File: src/rtl/log2_arbiter.sv
// log2_arbiter: shares one log2 unit among N requesters.
// Round-robin grant in IDLE, one operation in flight, illegal operands
// (negative, zero/denormal, inf/NaN) are answered directly with resp_err=1
// and never reach the unit.
module log2_arbiter #(
    parameter int N   = 4,
    parameter int IDW = 2,
    parameter int LAT = 1
) (
    input  logic              clk,
    input  logic              rst,
    input  logic [N-1:0]      req_valid,
    input  logic [32*N-1:0]   req_data,
    output logic [N-1:0]      req_ready,
    output logic [31:0]       log2_a,
    input  logic [7:0]        log2_int_in,
    input  logic [31:0]       log2_frac_in,
    output logic              resp_valid,
    input  logic              resp_ready,
    output logic [IDW-1:0]    resp_id,
    output logic [7:0]        resp_int,
    output logic [31:0]       resp_frac,
    output logic              resp_err,
    output logic              busy
);

    typedef enum logic [1:0] {
        IDLE = 2'd0,
        WAIT = 2'd1,
        RESP = 2'd2
    } state_t;

    // Wrap point for the round-robin scan, sized to the widened candidate index.
    localparam logic [IDW:0] NW       = (IDW + 1)'(N);
    localparam logic [IDW-1:0] LASTID = IDW'(N - 1);
    localparam logic [3:0]  LATV      = 4'(LAT);

    state_t          state_q, state_d;
    logic [IDW-1:0]  last_grant_q, last_grant_d;
    logic [3:0]      cnt_q, cnt_d;
    logic [31:0]     log2_a_q, log2_a_d;
    logic [IDW-1:0]  resp_id_q, resp_id_d;
    logic [7:0]      resp_int_q, resp_int_d;
    logic [31:0]     resp_frac_q, resp_frac_d;
    logic            resp_err_q, resp_err_d;

    logic            grant_found;
    logic [IDW-1:0]  grant_idx;
    logic [IDW:0]    cand_wide;
    logic [IDW-1:0]  cand;
    logic [31:0]     operand;
    logic            operand_illegal;

    // Round-robin scan starting just after the last winner; first valid wins.
    always_comb begin
        grant_found = 1'b0;
        grant_idx   = '0;
        cand_wide   = '0;
        cand        = '0;
        for (int k = 1; k <= N; k++) begin
            cand_wide = {1'b0, last_grant_q} + (IDW + 1)'(k);
            if (cand_wide >= NW) begin
                cand_wide = cand_wide - NW;
            end
            cand = cand_wide[IDW-1:0];
            if (!grant_found && req_valid[cand]) begin
                grant_found = 1'b1;
                grant_idx   = cand;
            end
        end
    end

    // Pick the winner's operand and screen it for sign, zero/denormal and inf/NaN.
    always_comb begin
        operand = '0;
        for (int i = 0; i < N; i++) begin
            if (grant_idx == IDW'(i)) begin
                operand = req_data[32*i +: 32];
            end
        end
        operand_illegal = operand[31] ||
                          (operand[30:23] == 8'h00) ||
                          (operand[30:23] == 8'hFF);
    end

    // One-hot accept to the winner, only while idle.
    always_comb begin
        req_ready = '0;
        if (state_q == IDLE && grant_found) begin
            req_ready[grant_idx] = 1'b1;
        end
    end

    // Next-state logic: issue in IDLE, count down in WAIT, hold in RESP.
    always_comb begin
        state_d      = state_q;
        last_grant_d = last_grant_q;
        cnt_d        = cnt_q;
        log2_a_d     = log2_a_q;
        resp_id_d    = resp_id_q;
        resp_int_d   = resp_int_q;
        resp_frac_d  = resp_frac_q;
        resp_err_d   = resp_err_q;
        case (state_q)
            IDLE: begin
                if (grant_found) begin
                    resp_id_d    = grant_idx;
                    last_grant_d = grant_idx;
                    if (operand_illegal) begin
                        resp_err_d  = 1'b1;
                        resp_int_d  = 8'd0;
                        resp_frac_d = 32'd0;
                        state_d     = RESP;
                    end else begin
                        log2_a_d = operand;
                        cnt_d    = LATV;
                        state_d  = WAIT;
                    end
                end
            end
            WAIT: begin
                if (cnt_q == 4'd1) begin
                    resp_int_d  = log2_int_in;
                    resp_frac_d = log2_frac_in;
                    resp_err_d  = 1'b0;
                    state_d     = RESP;
                end else begin
                    cnt_d = cnt_q - 4'd1;
                end
            end
            RESP: begin
                if (resp_ready) begin
                    state_d = IDLE;
                end
            end
            default: begin
                state_d = IDLE;
            end
        endcase
    end

    // State and datapath registers; reset discards any operation in flight.
    always_ff @(posedge clk or posedge rst) begin
        if (rst) begin
            state_q      <= IDLE;
            last_grant_q <= LASTID;
            cnt_q        <= 4'd0;
            log2_a_q     <= 32'd0;
            resp_id_q    <= '0;
            resp_int_q   <= 8'd0;
            resp_frac_q  <= 32'd0;
            resp_err_q   <= 1'b0;
        end else begin
            state_q      <= state_d;
            last_grant_q <= last_grant_d;
            cnt_q        <= cnt_d;
            log2_a_q     <= log2_a_d;
            resp_id_q    <= resp_id_d;
            resp_int_q   <= resp_int_d;
            resp_frac_q  <= resp_frac_d;
            resp_err_q   <= resp_err_d;
        end
    end

    assign log2_a     = log2_a_q;
    assign resp_valid = (state_q == RESP);
    assign resp_id    = resp_id_q;
    assign resp_int   = resp_int_q;
    assign resp_frac  = resp_frac_q;
    assign resp_err   = resp_err_q;
    assign busy       = (state_q != IDLE);

endmodule

File: config.mk
export PLATFORM = sky130hd
export DESIGN_NAME = log2_arbiter
export DESIGN_NICKNAME = d
export VERILOG_FILES = /design/src/rtl/log2_arbiter.sv
export SDC_FILE = /design/constraint.sdc
export NUM_CORES = 1
export LEC_CHECK = 0
export ABC_CLOCK_PERIOD_IN_PS = 8300
export CAP_MARGIN = 20
export CORE_ASPECT_RATIO = 0.7
export CORE_MARGIN = 2
export CORE_UTILIZATION = 40
export CTS_CLUSTER_SIZE = 30
export DETAILED_ROUTE_END_ITERATION = 7
export PLACE_DENSITY = 0.84
export SLEW_MARGIN = 20
export SYNTH_ARGS = -nofsm -noshare
export SYNTH_HDL_FRONTEND = slang
export SYNTH_SLANG_ARGS = --single-unit
File: constraint.sdc
create_clock -name clk -period 8.3 [get_ports clk]
set_clock_uncertainty 0.2 [all_clocks]
set_input_delay 1.66 -clock clk [delete_from_list [all_inputs] [get_ports clk]]
set_output_delay 1.66 -clock clk [all_outputs]
set_load 0.01 [all_outputs]
==> flow_metrics.env <==
export IMPL_dr_first_iter_drc_count=369
export IMPL_insertedDiodeCount=0
export IMPL_gr_total_overflow=0
export IMPL_die_h_um=93.1
export IMPL_cts_repair_timing_setup_buffer_count=0
export IMPL_ys_ff_latch=83
export IMPL_fillers=830
export IMPL_worstReg2RegEnd="log2_a[30]$_DFFE_PP0P_"
export IMPL_fin_crit_sh=0.727
export IMPL_finalSetupViolations=0
export IMPL_starting_density_of_the_core=0.411
export IMPL_netlist_cell_type_count=48
export IMPL_met3WireLength_um=838
export IMPL_highest_signal_layer="met4"
export IMPL_fin_total_pwr_mw=2.73
export IMPL_most_prevalent_standard_cell_on_the_critical_path="sky130_fd_sc_hd__clkdlybuf4s50_1"
export IMPL_synth_top_cells_by_area="sky130_fd_sc_hd__dfrtp_1 (45%), sky130_fd_sc_hd__nand2_1 (9.6%), sky130_fd_sc_hd__mux2_4 (8.9%), sky130_fd_sc_hd__a22o_1 (7.7%), sky130_fd_sc_hd__a31oi_1 (4.0%)"
export IMPL_final_layout_size_suffix_gt1_frac=0.0836
export IMPL_worst_r2r_path_depth=7
export IMPL_route_antenna_remaining_nets=0
export IMPL_setup_total_negative_slack_ps=0
export IMPL_critical_path_class="in2out"
export IMPL_cpPeakStageDelay_ps=690
export IMPL_fin_worst_hold_slack_ps=282
export IMPL_worst_pin_slew_ps=1020
export IMPL_seqCellArea_sq_mm=0.00208
export IMPL_critical_path_top_delay_family="buffers and inverters"
export IMPL_final_period_minus_worst_setup_slack_ps=6040
export IMPL_cts_hold_buffers=0
export IMPL_syn_num_nets=642
export IMPL_clock_latency_ps=330
export IMPL_postSynth_topFlopCell="sky130_fd_sc_hd__dfrtp_1"
export IMPL_m1WireLength_mm=6.52
export IMPL_grt_setup_unrepaired="no"
export IMPL_cts_root_to_sink_buffers=2
export IMPL_max_cap_violations=0
export IMPL_largest_net_degree_at_the_start_of_global_routing=84
export IMPL_worstPathMaxFanout=35
export IMPL_critical_path_n_buffers_inverters=4
export IMPL_irDropWorstVdd_v=0.000197
export IMPL_synth_top_cell_by_area="sky130_fd_sc_hd__dfrtp_1"
export IMPL_clk_transition_reported_paths_ps=60
export IMPL_timing_critical_path_cells="clkdlybuf4s50_1, inv_2, a221oi_1, o32ai_4, buf_4, nor3_1, clkdlybuf4s50_1"
export IMPL_asyncSetResetFlopFracSynth=1.00
export IMPL_ff2ff_setup_slack_ps=4270
export IMPL_drt_pass1_iter_count=5
export IMPL_netlist_instances=465
export IMPL_reg2reg_from="last_grant_q[1]$_DFFE_PP1P_"
export IMPL_route_met2_wl_mm=7.67
export IMPL_synth_warning_count=0
export IMPL_holdPathStages=1
export IMPL_ctsResizeCount=0
export IMPL_timing_critical_path_required_ps=6440
export IMPL_clk_root_buffer_cell="sky130_fd_sc_hd__clkbuf_16"
export IMPL_groute_usage_overall=0.251
export IMPL_slew_limit_headroom=0.318
export IMPL_yosys_area_top_type_share=0.447
export IMPL_synth_seq_area_share=0.458
export IMPL_tritoncts_clock_tree="done"
export IMPL_timing_hold_violations_final=0
export IMPL_leakagePower_nw=3.33
export IMPL_max_clock_freq_mhz=166
export IMPL_avgRoutedWirePerCell_um=17.9
export IMPL_cellPowerDensity_mw_per_mm2=361
export IMPL_post_synth_instance_area_sq_mm=0.00454
export IMPL_dp_final_hpwl_mm=11.6
export IMPL_std_cell_rows=32
export IMPL_place_congestion=0.960
export IMPL_yosys_cell_count_top_type="sky130_fd_sc_hd__nand2_1"
export IMPL_die_w_um=131
export IMPL_worst_path_max_delay_cell="sky130_fd_sc_hd__clkdlybuf4s50_1"
export IMPL_crit_path_capture_type="output port"
export IMPL_number_of_drc_violations_after_detailed_routing=0
export IMPL_num_nets_final=879
export IMPL_h_tree_depth=3
export IMPL_worst_hold_endpoint="resp_id[1]$_DFFE_PP0P_"
export IMPL_hold_path_class="reg2reg"
export IMPL_synth_area_per_cell_sq_um=9.76
export IMPL_viasPerCell=5.34
export IMPL_first_global_vias=4579
export IMPL_crit_path_start_kind="input pin"
export IMPL_totalWireLength_mm=15.4
export IMPL_cp_data_arrival_time_ps=4180
export IMPL_grt_antenna_before_repair=0
export IMPL_status="complete, no violations"
export IMPL_finalMaxSlewViolations=0
export IMPL_multiInputGateArea_sq_mm=0.00230
export IMPL_placement_io_buffers=255
export IMPL_first_pass_grt_wire_length_mm=24.1
export IMPL_ys_top_cells_by_count="sky130_fd_sc_hd__nand2_1 (116), sky130_fd_sc_hd__dfrtp_1 (81), sky130_fd_sc_hd__a22o_1 (40)"
export IMPL_area_delta_synth_final_pct=66.4
export IMPL_core_area_sq_mm=0.0111
export IMPL_synth_edf_count=0
export IMPL_tritoncts_num_sinks=83
export IMPL_total_die_area_sq_mm=0.0122
export IMPL_cts_inserted_buffers=9
export IMPL_min_from="resp_id[1]$_DFFE_PP0P_"
export IMPL_routed_via_count=4585
export IMPL_io_pins=256
==> logic make-up (layout without fill, tap and decap cells) <==
kind of cell / count (synthesis) / after routing / synth area share
compound gates: 101 / 101 / 0.169
simple gates: 191 / 191 / 0.194
mux: 44 / 44 / 0.128
fa+ha+maj: 2 / 2 / 0.00551
flops: 83 / 83 / 0.458
buf+inv: 44 / 285 / 0.0452
==> layer usage <==
metal	vias to the layer above	global-route usage
li1	2150	-
met1	2241	0.318
met2	166	0.427
met3	28	0.0569
met4	0	0.0888
met5	-	0
==> sequential cells by signal, indices dropped and copies added (netlist names) <==
signal / count
log2_a: 32
state_q: 2
cnt_q: 4
resp_int: 8
resp_err: 1
resp_id: 2
last_grant_q: 2
resp_frac: 32
==> cells in the final DEF, fill, tap and decap left out, types with 2 or more instances in the layout <==
cell and n:
sky130_fd_sc_hd__dfstp_2 2, sky130_fd_sc_hd__mux2i_1 12, sky130_fd_sc_hd__dfrtp_1 81, sky130_fd_sc_hd__and2_1 2, sky130_fd_sc_hd__inv_1 6, sky130_fd_sc_hd__nor3b_1 2
sky130_fd_sc_hd__clkbuf_16 9, sky130_fd_sc_hd__o31ai_1 3, sky130_fd_sc_hd__o21ai_0 3, sky130_fd_sc_hd__a211oi_1 2, sky130_fd_sc_hd__nand2_1 116, sky130_fd_sc_hd__nor3_1 10
sky130_fd_sc_hd__a31oi_1 29, sky130_fd_sc_hd__buf_4 6, sky130_fd_sc_hd__clkdlybuf4s50_1 255, sky130_fd_sc_hd__a21o_1 2, sky130_fd_sc_hd__a22oi_1 3, sky130_fd_sc_hd__mux2_1 4
sky130_fd_sc_hd__a22o_1 40, sky130_fd_sc_hd__a21oi_1 6, sky130_fd_sc_hd__nand2b_1 3, sky130_fd_sc_hd__nand3_1 5, sky130_fd_sc_hd__o211ai_1 2, sky130_fd_sc_hd__nand4_1 4
sky130_fd_sc_hd__or3_1 4, sky130_fd_sc_hd__nor2b_1 3, sky130_fd_sc_hd__clkinvlp_4 2, sky130_fd_sc_hd__and3_1 28, sky130_fd_sc_hd__o32ai_4 2, sky130_fd_sc_hd__or4_1 4
sky130_fd_sc_hd__ha_1 2, sky130_fd_sc_hd__bufinv_16 3, sky130_fd_sc_hd__nor2_1 7, sky130_fd_sc_hd__mux2_4 27
==> where the power goes <==
group,switching [mW],internal (mW)
combinational,0.693,0.830
sequential,0.137,0.614
clock,0.159,0.293
total,0.989,1.74
==> metrics by stage <==
| stage | utilization | cell area (sq um) | std cells | setup slack [ps] |
|---|---|---|---|---|
| 4_1_cts | 0.683 | 7550 | 859 | 2260 |
| 3_3_place_gp | 0.652 | 7210 | 844 | 2390 |
| 2_1_floorplan | - | 4540 | 465 | 3310 |
| 5_1_grt | 0.683 | 7550 | 859 | 2120 |
| 6_report | 0.683 | 7550 | 859 | 2260 |
| 3_5_place_dp | 0.652 | 7210 | 844 | 2270 |
==> final cells by class <==
type                    instances  share of cell area
repair buffers                262               0.345
multi-input cells             338               0.305
flip-flops and latches         83               0.275
clock buffers                   9              0.0298
well taps                     153              0.0254
clock inverters                 6              0.0151
inverters                       8             0.00414
==> how the worst max path moves through the flow <==
stage                            start      endpoint  slack (ps)  cells after the start
final                     req_valid[2]  req_ready[0]        2260                      7
after floorplan           req_valid[1]  req_ready[0]        3310                      7
after global routing      req_valid[2]  req_ready[0]        2120                      7
after detailed placement  req_valid[2]  req_ready[0]        2270                      7
after global placement    req_valid[2]  req_ready[0]        2390                      7
after CTS                 req_valid[2]  req_ready[0]        2260                      7
Note: power is estimated with default switching activity, not from simulation.
==> patch 1: new RTL, same flow settings <==
The parameter `N` goes from 4 to 3.
--- a/src/rtl/log2_arbiter.sv
+++ b/src/rtl/log2_arbiter.sv
@@ -3,7 +3,7 @@
 // (negative, zero/denormal, inf/NaN) are answered directly with resp_err=1
 // and never reach the unit.
 module log2_arbiter #(
-    parameter int N   = 4,
+    parameter int N   = 3,
     parameter int IDW = 2,
     parameter int LAT = 1
 ) (
Ports: changed (resized req_data, req_ready and req_valid); port bits go from 256 to 222. No check against the original RTL was run, so the function may have changed too.
==> patch 1 against the original RTL <==
  * Synthesized area rose by 0.33%
  * Critical path depth unchanged
  * Wire length is 4.2% lower
  * Highest routed layer unchanged
  * Hold slack gained 0.0059 ns
  * Cell count down 1.7%
  * Cell area down 4.5%
  * Fmax fell by 5.1%
  * Total power up 10%
  * Sequential cell count decreased by 1
  * Worst setup slack worse by 0.32 ns
  * Clock power decreased by 12%
  * Count of clock-buffer cells in the layout up 1
==> patch 1: results (changes against the original RTL) <==
- Status: complete, no violations
- First-pass GRT wire length: 23,300 um (-3.6%)
- Critical Path AT: 4.50 ns (+0.32 ns)
- Compound-cell area share of the yosys netlist: 0.237 (+0.0684)
- CTS Root Cell: clkbuf_16
- Hold_ws: 0.288 ns (+0.00585 ns)
- Adder-cell share of the synthesized area: 0.0137 (+0.00823)
- Synth cell count leaders: dfrtp_1, nand2_1, inv_1
- Cell family with most CP delay: simple AND/OR/NAND/NOR gates
- Worst r2r src: last_grant_q[0]$_DFFE_PP0P_
- Max stage delay on crit path: 0.65 ns (-0.04 ns)
- Final nets: 833 (-5.2%)
- Synth area leaders: dfrtp_1, mux2_4, a22oi_1
- DP Wirelength: 10,700 um (-8.2%)
- Relative slew slack: 0.396 (+0.0786)
- Fillers: 873 (+5.2%)
- Hold path startpoint: log2_a[31]$_DFFE_PP0P_
- Ant diodes: 0 (unchanged)
- Placer congestion estimate: 0.916 (-4.6%)
- Reg-to-Reg End: log2_a[28]$_DFFE_PP0P_
- Port Buffers: 221 (-13%)
- WHS Endpoint: log2_a[31]$_DFFE_PP0P_
- Synth unique cells: 50 (+4.2%)
- Vias per inst: 5.38 (+0.84%)
- Layout cells sized above 1: 0.104 (+0.0206)
- VDD IR-drop max: 0.270 mV (+37%)
- Total Wirelength: 14,800 um (-4.2%)
- R2R Setup Slk: 3.98 ns (-0.29 ns)
- Static leakage: 3.06 nW (-8.3%)
- Seq/Total Area, Yosys: 0.451 (-0.00728)
- Vias in the first global route: 4,549 (-0.66%)
-- patch 1: cell types whose count changed in the layout (fill, tap and decap cells not counted), sizes merged, moves of 26 or more --
cell / before / now
a22oi: 3 / 44
o22ai: 1 / 49
a22o: 40 / 0
nor2: 7 / 44
nand2: 116 / 52
clkdlybuf4s50: 255 / 221
inv: 8 / 50
and3: 28 / 2
-- patch 1: metal layers --
layer,up-vias,GRT usage,share of wire
met5,-,0,0
met2,234,0.411,0.49
met1,2151,0.294,0.42
li1,2139,-,-
met3,19,0.0602,0.078
met4,0,0.0634,0.013
-- patch 1: report_power, final --
part           internal, mW  switching [mW]  leakage (nW)
clock                 0.241           0.158         0.141
sequential            0.610           0.156          1.03
combinational         0.927           0.909          1.88
total                  1.78            1.22          3.06
-- patch 1: stage by stage --
| stage | setup WS [ns] | cell area, sq um | power [mW] | instances |
|---|---|---|---|---|
| floorplan | 3.37 | 4550 | 1.84 | 482 |
| global placement | 2.19 | 6840 | 2.47 | 826 |
| detailed placement | 2.04 | 6840 | 2.54 | 826 |
| CTS | 2.03 | 7150 | 2.96 | 842 |
| global route | 1.82 | 7210 | 3.19 | 844 |
| finish | 1.94 | 7210 | 3.00 | 844 |
-- patch 1: layout make-up --
class                   count  share of cell area
multi-input cells         314               0.300
well taps                 153              0.0266
inverters                  52              0.0273
clock inverters             6             0.00920
flip-flops and latches     82               0.285
repair buffers            227               0.319
clock buffers              10              0.0332
-- patch 1: worst max path at each step --
stage                 start            to  cells after the start
6_report       req_valid[1]  req_ready[1]                      7
5_1_grt        req_valid[1]  req_ready[1]                      7
4_1_cts        req_valid[1]  req_ready[1]                      7
3_5_place_dp   req_valid[1]  req_ready[1]                      7
3_3_place_gp   req_valid[1]  req_ready[1]                      7
2_1_floorplan  req_valid[1]  req_ready[2]                      8
==> patch 2: new RTL, same flow settings <==
Made on the original files. Re-encode `state_t` (3 states) as one-hot, 3 bits wide.
--- a/src/rtl/log2_arbiter.sv
+++ b/src/rtl/log2_arbiter.sv
@@ -24,10 +24,10 @@
     output logic              busy
 );
 
-    typedef enum logic [1:0] {
-        IDLE = 2'd0,
-        WAIT = 2'd1,
-        RESP = 2'd2
+    typedef enum logic [2:0] {
+        IDLE = 3'b001,
+        WAIT = 3'b010,
+        RESP = 3'b100
     } state_t;
 
     // Wrap point for the round-robin scan, sized to the widened candidate index.
Check against the original RTL: same outputs for any inputs over 4 cycles, from zero or initial values and one cycle with rst high; so few cycles prove little.
==> patch 2 against the original RTL <==
  * Cell area grew 1.5%
  * Sequential share of layout area down 0.057 points
  * Synthesized area is 4.9% higher
  * Total power fell by 5.4%
  * Non-clock buffer count rose by 1
  * Sequential cell count rose by 1
  * Wire length rose by 3.8%
  * Worst setup slack gained 0.076 ns
  * Highest routed layer unchanged
==> patch 2: results (changes against the original RTL) <==
- Clk cell area share: 0.0372 (-0.00767)
- Routing usage on met3: 0.0601 (+0.00316)
- Compound-cell area share of the yosys netlist: 0.170 (+0.00107)
- Syn_nets: 700 (+9.0%)
- Buffer share of cell area: 0.341 (-0.00404)
- Buffers excl. clock: 263 (+0.38%)
- Pre-CTS setup slack: 2.29 ns (+0.0247 ns)
- Dpl cells: 904 (+7.1%)
- Synth area leaders: dfrtp_1, nand2_1, mux2_4
- Placer congestion estimate: 0.885 (-7.8%)
- Adder-cell share of the synthesized area: 0.00526 (-0.000257)
- First-pass GRT wire length: 25,100 um (+3.9%)
- Relative slew slack: 0.476 (+0.158)
- Synthesized instance count: 523 (+12%)
- Vias per inst: 5.27 (-1.2%)
- Mux cell area share after synthesis: 0.128 (about the same)
- Worst r2r src: last_grant_q[0]$_DFFE_PP1P_
- Dpl cell area: 0.00737 sq mm (+2.3%)
- Clkbuf count: 10 (+1)
- CP Max Fanout: 26 (-26%)
- VDD IR-drop max: 0.153 mV (-22%)
- Seq area share: 0.275 (-0.000573)
- Vias in the first global route: 4,900 (+7.0%)
- Reg-to-Reg End: log2_a[1]$_DFFE_PP0P_
- Area of the multi-input gates: 0.00243 sq mm (+5.5%)
- Synth unique cells: 44 (-8.3%)
- DP Wirelength: 11,800 um (+1.5%)
- #MultiIn Comb: 392 (+16%)
- R2R Setup Slk: 4.07 ns (-0.20 ns)
- Seq/Total Area, Yosys: 0.443 (-0.0158)
- Met3 WL: 1080 um (+29%)
- Fin cells: 920 (+7.1%)
- Met1 Use GR: 0.310 (-0.00802)
- Largest net degree at the start of global routing: 85 (+1.2%)
- Status: complete, no violations
- R2R cell count: 10 (+3)
- Finished Cell Area: 0.00766 sq mm (+1.5%)
- Max stage delay on crit path: 0.56 ns (-0.13 ns)
- Static leakage: 3.14 nW (-5.8%)
- WL met1: 6820 um (+4.7%)
- Setup crit start: req_valid[3]
[patch 2: changes by cell type after synthesis, moves of 6 or more]
| cell | before | now |
|---|---|---|
| nand2_1 | 116 | 145 |
| and3_1 | 28 | 1 |
| and2_1 | 2 | 27 |
| o21ai_0 | 3 | 43 |
| nor4_1 | 0 | 6 |
| a211oi_1 | 2 | 27 |
| a22o_1 | 40 | 0 |
[patch 2: cells by family after synthesis]
kind of cell,Yosys count
adder cells (fa/ha/maj),2
flip-flops,84
multiplexers,46
AO/OA/AOI/OAI,128
buffers and inverters,47
AND/OR/NAND/NOR,216
[patch 2: power by group through the flow]
| stage | Clock [mW] | Sequential, mW | Combinational [mW] |
|---|---|---|---|
| global route | 0.410 | 0.754 | 1.59 |
| floorplan | 0 | 0.805 | 0.764 |
| CTS | 0.394 | 0.730 | 1.48 |
| finish | 0.382 | 0.731 | 1.47 |
| global placement | 0 | 0.725 | 1.42 |
| detailed placement | 0 | 0.732 | 1.47 |
